File: config.mk
export PLATFORM = sky130hd
export DESIGN_NAME = hazard_sched
export DESIGN_NICKNAME = d
export VERILOG_FILES = /design/src/rtl/hazard_sched.sv
export SDC_FILE = /design/constraint.sdc
export NUM_CORES = 1
export LEC_CHECK = 0
export CAP_MARGIN = 25
export CORE_UTILIZATION = 30
export CTS_BUF_LIST = sky130_fd_sc_hd__clkbuf_2 sky130_fd_sc_hd__clkbuf_4 sky130_fd_sc_hd__clkbuf_8
export DETAILED_ROUTE_END_ITERATION = 10
export PLACE_DENSITY = 0.55
export REMOVE_ABC_BUFFERS = 1
export SYNTH_ARGS = -nofsm -noshare
export SYNTH_HDL_FRONTEND = slang
export SYNTH_SLANG_ARGS = --single-unit
File: constraint.sdc
create_clock -name i_clk -period 3.35 [get_ports i_clk]
set_clock_uncertainty 0.15 [all_clocks]
set_input_delay 0.67 -clock i_clk [delete_from_list [all_inputs] [get_ports i_clk]]
set_output_delay 0.67 -clock i_clk [all_outputs]
set_load 0.005 [all_outputs]
File: src/rtl/hazard_sched.sv
// Hazard controller: forwarding selects, load-use stall, branch flush, and mul/div start/done sequencing.
// Zero-cycle combinational outputs from state+inputs; multi-cycle ops hold IF/ID/EX and bubble MEM until done or timeout.
module hazard_sched #(
    parameter int MC_TIMEOUT = 64,
    parameter int CNT_W      = 32
) (
    input  logic             i_clk,
    input  logic             i_reset,
    input  logic [4:0]       i_rs1_d,
    input  logic [4:0]       i_rs2_d,
    input  logic [4:0]       i_rs1_e,
    input  logic [4:0]       i_rs2_e,
    input  logic [4:0]       i_rd_e,
    input  logic [4:0]       i_rd_m,
    input  logic [4:0]       i_rd_w,
    input  logic             i_reg_write_m,
    input  logic             i_reg_write_w,
    input  logic             i_load_e,
    input  logic             i_pc_src_e,
    input  logic             i_multi_cycle_e,
    input  logic             i_ex_done_e,
    output logic [1:0]       o_forward_a_e,
    output logic [1:0]       o_forward_b_e,
    output logic             o_stall_f,
    output logic             o_stall_d,
    output logic             o_stall_e,
    output logic             o_flush_d,
    output logic             o_flush_e,
    output logic             o_flush_m,
    output logic             o_ex_start_e,
    output logic             o_mc_timeout_err,
    output logic [CNT_W-1:0] o_stall_count,
    output logic [CNT_W-1:0] o_flush_count
);
    localparam int WCNT_W = (MC_TIMEOUT > 2) ? $clog2(MC_TIMEOUT) : 1;
    localparam logic [WCNT_W-1:0] WCNT_LAST = WCNT_W'(MC_TIMEOUT - 1);

    typedef enum logic {S_RUN, S_MC_WAIT} state_t;

    state_t             r_state;
    logic [WCNT_W-1:0]  r_wait_cnt;
    logic               r_timeout_err;
    logic [CNT_W-1:0]   r_stall_cnt;
    logic [CNT_W-1:0]   r_flush_cnt;

    logic w_lw_stall;
    logic w_in_wait;
    logic w_timeout;
    logic w_release;
    logic w_br_flush;

    function automatic logic [1:0] fwd_sel(input logic [4:0] rs, input logic [4:0] rd_m,
                                           input logic wr_m, input logic [4:0] rd_w,
                                           input logic wr_w);
        if (wr_m && rd_m != 5'd0 && rd_m == rs)
            return 2'b10;
        else if (wr_w && rd_w != 5'd0 && rd_w == rs)
            return 2'b01;
        else
            return 2'b00;
    endfunction

    assign o_forward_a_e = i_reset ? fwd_sel(i_rs1_e, i_rd_m, i_reg_write_m, i_rd_w, i_reg_write_w) : 2'b00;
    assign o_forward_b_e = i_reset ? fwd_sel(i_rs2_e, i_rd_m, i_reg_write_m, i_rd_w, i_reg_write_w) : 2'b00;

    assign w_lw_stall = i_load_e && (i_rd_e != 5'd0) && (i_rd_e == i_rs1_d || i_rd_e == i_rs2_d);
    assign w_in_wait  = (r_state == S_MC_WAIT);
    // A stuck unit is released exactly as if it had signalled done.
    assign w_timeout  = w_in_wait && !i_ex_done_e && (r_wait_cnt == WCNT_LAST);
    assign w_release  = w_in_wait && (i_ex_done_e || w_timeout);
    assign w_br_flush = i_reset && !w_in_wait && i_pc_src_e;

    always_comb begin
        o_stall_f    = 1'b0;
        o_stall_d    = 1'b0;
        o_stall_e    = 1'b0;
        o_flush_d    = 1'b0;
        o_flush_e    = 1'b0;
        o_flush_m    = 1'b0;
        o_ex_start_e = 1'b0;
        if (i_reset) begin
            if (w_in_wait) begin
                if (!w_release) begin
                    o_stall_f = 1'b1;
                    o_stall_d = 1'b1;
                    o_stall_e = 1'b1;
                    o_flush_m = 1'b1;
                end
            end else if (i_pc_src_e) begin
                o_flush_d = 1'b1;
                o_flush_e = 1'b1;
            end else if (i_multi_cycle_e) begin
                o_ex_start_e = 1'b1;
                o_stall_f    = 1'b1;
                o_stall_d    = 1'b1;
                o_stall_e    = 1'b1;
                o_flush_m    = 1'b1;
            end else if (w_lw_stall) begin
                o_stall_f = 1'b1;
                o_stall_d = 1'b1;
                o_flush_e = 1'b1;
            end
        end
    end

    always_ff @(posedge i_clk) begin
        if (!i_reset) begin
            r_state       <= S_RUN;
            r_wait_cnt    <= '0;
            r_timeout_err <= 1'b0;
            r_stall_cnt   <= '0;
            r_flush_cnt   <= '0;
        end else begin
            case (r_state)
                S_RUN: begin
                    if (!i_pc_src_e && i_multi_cycle_e) begin
                        r_state    <= S_MC_WAIT;
                        r_wait_cnt <= '0;
                    end
                end
                S_MC_WAIT: begin
                    if (w_release)
                        r_state <= S_RUN;
                    else
                        r_wait_cnt <= r_wait_cnt + 1'b1;
                    if (w_timeout)
                        r_timeout_err <= 1'b1;
                end
                default: r_state <= S_RUN;
            endcase
            if (o_stall_f && r_stall_cnt != {CNT_W{1'b1}})
                r_stall_cnt <= r_stall_cnt + 1'b1;
            if (w_br_flush && r_flush_cnt != {CNT_W{1'b1}})
                r_flush_cnt <= r_flush_cnt + 1'b1;
        end
    end

    assign o_mc_timeout_err = r_timeout_err;
    assign o_stall_count    = r_stall_cnt;
    assign o_flush_count    = r_flush_cnt;
endmodule

==> results of run 1 <==
## cells in the mapped netlist (2+ instances only)
library cell,number
o311ai_0,2
and2_1,8
a21oi_1,19
clkbuf_1,11
mux2i_1,12
and4_4,2
o21ai_0,13
a31o_2,2
nor2_1,48
nor3_1,10
dfxtp_1,72
ha_1,3
buf_1,2
or4_1,12
and3_1,11
o41ai_1,4
or4b_1,2
nand2b_1,11
xor2_1,47
xnor2_1,14
and4_1,9
a31oi_1,2
nor4_2,2
o31ai_1,11
or3_1,6
nor4_1,10
nand2_1,45
buf_2,6
inv_1,10
o211ai_1,3
nand3_1,28
nand4_1,24
buf_4,2
## through the flow
step	power (mW)	cell area [sq um]	hold slack, ns	worst slack, ns
CTS	1.71	5650	0.337	0.0239
finish	1.69	5700	0.326	-0.0368
global route	1.78	5700	0.350	-0.0626
global placement	1.08	5490	0.313	-0.228
floorplan	0.953	3880	0.302	-0.00593
detailed placement	1.08	5490	0.318	-0.242
## flip-flops by register name (all words and copies together), names as in the netlist
register and flops:
o_flush_count 32, o_stall_count 32, r_wait_cnt 6, r_state 1, o_mc_timeout_err 1
## routing by layer
layer | up-vias | part of all wire | routed length [um] | global-route usage
li1 | 2007 | - | - | -
met1 | 1833 | 0.47 | 5060 | 0.201
met2 | 121 | 0.44 | 4780 | 0.271
met5 | - | 0 | 0 | 0
met3 | 18 | 0.064 | 690 | 0.0412
met4 | 0 | 0.025 | 272 | 0.0861
## power breakdown
part           switching (mW)  total (mW)  internal (mW)
sequential            0.00658       0.867          0.861
clock                   0.322       0.623          0.301
combinational          0.0924       0.198          0.106
## worst max-delay path: stages
cell and delay [ns]:
clkdlybuf4s50_1 0.42, or4_4 0.55, o21ai_4 0.23, nor4_4 0.08
and2_1 0.16, clkdlybuf4s50_1 0.45
## final cells by class
class / count / area share
Multi-Input combinational cell: 375 / 0.431
Clock inverter: 4 / 0.00351
Inverter: 10 / 0.00658
Tap cell: 172 / 0.0377
Sequential cell: 72 / 0.253
Clock buffer: 12 / 0.0268
Timing Repair Buffer: 145 / 0.242
## cell families (layout without fill, tap and decap cells)
group,count (synthesis),count (layout),synth area share
and+or+nand+nor,237,237,0.327
DFF,72,72,0.362
AOI/OAI and AO/OA,62,62,0.103
xor gates and xnor gates,61,61,0.134
buffers and inverters,32,171,0.0343
muxes,12,12,0.0302
adders and majority gates,3,3,0.00944
## path summary, 6_finish.rpt
check / end / slack, ns
min reg2reg: o_mc_timeout_err / 0.33
min: o_mc_timeout_err / 0.33
max: o_forward_a_e[1] / -0.04
max reg2reg: o_stall_count[31] / 0.76
## repair_timing
item                       CTS  global route
setup endpoints to repair    7             5
pin swaps                    3             3
gates resized for setup     13            11
==> impl_results.md, run 1 <==
- Status: finished, violations left
- Failing checks: negative setup slack
- Number of synthesized register bits: 72
- Area of the multi-input gates: between 2000 and 2500 sq um
- Post-CTS Setup Inserts: 0
- # H-tree levels: 3
- Clk root buf: clkbuf_8
- Placed cell count: between 700 and 800
- Req. time, crit path: 2.53 ns
- Ranking of synthesized cells by area: dfxtp_1 (36%), xor2_1 (10%), nor2_1 (4.5%)
- Hold Crit Depth: 2
- Commonest non-fill, non-tap cell in the layout: clkdlybuf4s50_1
- Reg2reg start: o_stall_count[6]
- Filler cells: between 1,000 and 1,500
- Iter 0 DRT Violations: ~190
- Hold Crit Start: o_mc_timeout_err
- Worst slew pin tran: ~0.56 ns
- Synthesized netlist cell count: 479
- Crit start category: input pin
- Die Ht: between 100 and 150 um
- Worst vdd ir: 0.152 mV
- Post-route ant nets: 0
- Cell type with the largest total area after synthesis: dfxtp_1
- DIE AREA: 13,700 sq um
- P_leak: 2.03 nW
- Worst Path Max Fanout: 2
- Synth Warn #: 0
- Min-delay worst type: reg2reg
- Register area share after synthesis: 0.362
- Non-Filler Instances: 790
- WP data arrival: 2.57 ns
- Final wirelength: around 11 mm
- Pins Over Slew Limit: 0
- Largest net degree at the start of global routing: 44
- Pre-Repair DR Iteration Count: 5
- Area grow syn2layout: 43.5%
- DR DRC count: 0
- Power Dens Cells: between 200 and 300 nW/um^2
- Yosys top cell area share: 0.362
- CTS tree: done
- Final min period: between 3 and 4 ns
- Post-Syn Area: between 3000 and 4000 sq um
- Setup ws final: -0.0368 ns
- Top_reg_cell synth: dfxtp_1
- Clock-pin slew on the worst setup and hold paths: 0.07 ns
- Maximum buffer depth of the clock tree: 2
- Relative slew slack: 0.622
- GRT Total Usage: 0.165
- Post-layout util: 0.447
- Most frequent cells in the layout: clkdlybuf4s50_1 (106), dfxtp_1 (72), nor2_1 (48)
- Crit path kind: in2out
- Post-synth EDFFs: 0
- Initial Util: 0.311
- Vias per inst: just over 5
- RSZ-0062 raised after global routing: true
- F_max: just under 0.3 GHz
- Core ar.: about 13,000 sq um
- Final worst-path cycle share: 1.01
- Clock latency on the worst-skew pair: 0.35 ns
- Initial antenna violation count: 0
- Port Buffers: around 120
- Area occupied by registers: around 1400 sq um
- Post-synthesis async set-or-reset flop share: 0
- First-pass GRT wire length: about 18 mm
- FP Rows: 41
- Die width: 117 um
- Num ports: around 120
- Number of antenna diodes: 0
- R2R cell count: 6
- GPL Wtd Cong: between 0.7 and 0.8
- Total Negative Setup Slacks: -0.0368 ns
- CTS buffer count: 9
- Crit end category: primary output
- CTS Hold Bufs: 0
- Post-synthesis cell type count: 49
- CTS sink cnt: 72
- Worst Setup SP: i_rd_m[1]
- Via Count: between 3,000 and 4,000
- WL/cell: approximately 14 um
- Fin. Hold Viols: 0
- Syn avg cell area: slightly above 8 sq um
- Max cap viols: 0
- Final setup violation count: 1
- Number of global-route vias before repair: 3,781
- Layout Nets: roughly 660
- Grt ovf: 0
- Ratio of cells with drive above 1 in the final layout: 0.0971
- DP HPWL: 8.16 mm
(Power assumes the default switching activity.)
==> inputs of run 2 (changes only) <==
--- a/config.mk
+++ b/config.mk
@@ -11,6 +11,8 @@
 export DETAILED_ROUTE_END_ITERATION = 10
 export PLACE_DENSITY = 0.55
 export REMOVE_ABC_BUFFERS = 1
+export SKIP_CTS_REPAIR_TIMING = 1
+export SLEW_MARGIN = 20
 export SYNTH_ARGS = -nofsm -noshare
 export SYNTH_HDL_FRONTEND = slang
 export SYNTH_SLANG_ARGS = --single-unit
==> run 2 against run 1 <==
Net effect:
- the run now ends clean
- largest power group unchanged
- clock power about the same
- final cell count grew 0.13%
- die area stayed put
- total power is 0.32% higher
==> impl_results.md, run 2 (synthesis results as in run 1) <==
- Status: finished clean
- Total Negative Setup Slacks: 0 ns
- Post-layout util: 0.450
- R2R cell count: 6
- Hold Crit Depth: 2
- Initial antenna violation count: 0
- CTS sink cnt: about 70
- GPL Wtd Cong: around 0.8
- Maximum buffer depth of the clock tree: 2
- Number of antenna diodes: 0
- Iter 0 DRT Violations: between 200 and 250
- Flop-to-flop setup slack: approximately 0.76 ns
- Max cap viols: 0
- Non-Filler Instances: 791
- Final min period: approximately 3.2 ns
- Worst Path Max Fanout: 3
- Initial Util: 0.311
- Post-route ant nets: 0
- Die Ht: roughly 120 um
- Fin. Hold Viols: 0
- Power Dens Cells: around 290 nW/um^2
- Commonest non-fill, non-tap cell in the layout: clkdlybuf4s50_1
- Hold Crit Start: o_mc_timeout_err
- Clock-pin slew on the worst setup and hold paths: 0.07 ns
- Number of global-route vias before repair: around 3,800
- DIE AREA: ~14,000 sq um
- Clk root buf: clkbuf_8
- First-pass GRT wire length: about 18 mm
- Crit path kind: in2out
- Placement Cell Area: ~5500 sq um
- Clock latency on the worst-skew pair: 0.35 ns
- Grt ovf: 0
- Reg2reg start: o_stall_count[6]
- CTS tree: done
- DR DRC count: 0
- Area grow syn2layout: 44.7%
- Req. time, crit path: between 2 and 3 ns
- Filler cells: 1,247
- Min-delay worst type: reg2reg
- Post-route design area: 5750 sq um
- Port Buffers: ~120
- Crit end category: primary output
- P_leak: 2.15 nW
- WL/cell: between 10 and 15 um
- Core ar.: roughly 13,000 sq um
- Vias per inst: approximately 5.0
- Pre-Repair DR Iteration Count: 6
- # H-tree levels: 3
- Relative slew slack: 0.622
- Reg-to-Reg End: o_stall_count[31]
- GRT Total Usage: 0.166
- Largest net degree at the start of global routing: 44
- Worst slew pin tran: about 0.56 ns
- Final worst-path cycle share: 0.957
- Placed cell count: about 770
- Final wirelength: 10.9 mm
- Most frequent cells in the layout: clkdlybuf4s50_1 (105), dfxtp_1 (72), nor2_1 (48)
- FP Rows: 41
- Via Count: ~4,000
- Layout Nets: 660
- Num ports: 119
- F_max: ~0.31 GHz
- Die width: around 120 um
- CTS buffer count: 9
- RSZ-0062 raised after global routing: false
- Crit start category: input pin
- Final setup violation count: 0
- Pins Over Slew Limit: 0
- WP data arrival: 2.39 ns
- Ratio of cells with drive above 1 in the final layout: 0.100
- WHS Endpoint: o_mc_timeout_err
- Worst vdd ir: 0.153 mV
- DP HPWL: a little over 8 mm
## run 2: power by group
| group | total (mW) | internal, mW | switching, mW | leakage, nW |
|---|---|---|---|---|
| registers | 0.867 | 0.861 | 0.00657 | 0.580 |
| logic | 0.203 | 0.109 | 0.0940 | 1.47 |
| clock network | 0.624 | 0.301 | 0.323 | 0.0967 |
## run 2: worst max-delay path: stages
cell	delay, ns
clkdlybuf4s50_1	0.46
buf_4	0.15
o211ai_1	0.12
or4_1	0.56
nor4_2	0.27
dlymetal6s2s_1	0.16
## run 2: worst max-delay path by stage
stage | startpoint | end | slack [ns] | cells past startpoint
2_1_floorplan | i_rd_e[1] | o_stall_d | -0.006 | 4
3_3_place_gp | i_rd_m[1] | o_forward_a_e[0] | -0.23 | 6
3_5_place_dp | i_rd_e[3] | o_stall_f | -0.24 | 7
4_1_cts | i_rd_m[1] | o_forward_a_e[0] | -0.26 | 6
5_1_grt | i_reset | o_forward_a_e[0] | 0.02 | 6
6_report | i_reset | o_forward_a_e[0] | 0.14 | 6
## run 2: stage by stage
stage	setup WS [ns]	power [mW]	hold WS [ns]
floorplan	-0.00593	0.953	0.302
global placement	-0.228	1.08	0.313
detailed placement	-0.242	1.08	0.318
CTS	-0.258	1.71	0.337
global route	0.0217	1.78	0.350
finish	0.143	1.69	0.326
## run 2: final cells by class
cell class / count / area (sq um) / area share
Tap cell: 172 / 215 / 0.0374
Multi-Input combinational cell: 375 / 2460 / 0.428
Clock buffer: 12 / 153 / 0.0265
Clock inverter: 4 / 20.0 / 0.00348
Timing Repair Buffer: 146 / 1420 / 0.247
Sequential cell: 72 / 1440 / 0.250
Inverter: 10 / 37.5 / 0.00652
## run 2: layer usage
metal  share of wire  global-route usage  routed length [um]  up-vias
met3           0.066              0.0412                 720       18
met4           0.025              0.0861                 273        0
met1            0.46               0.201                5010     1844
met2            0.45               0.271                4870      122
met5               0                   0                   0        -
li1                -                   -                   -     2008
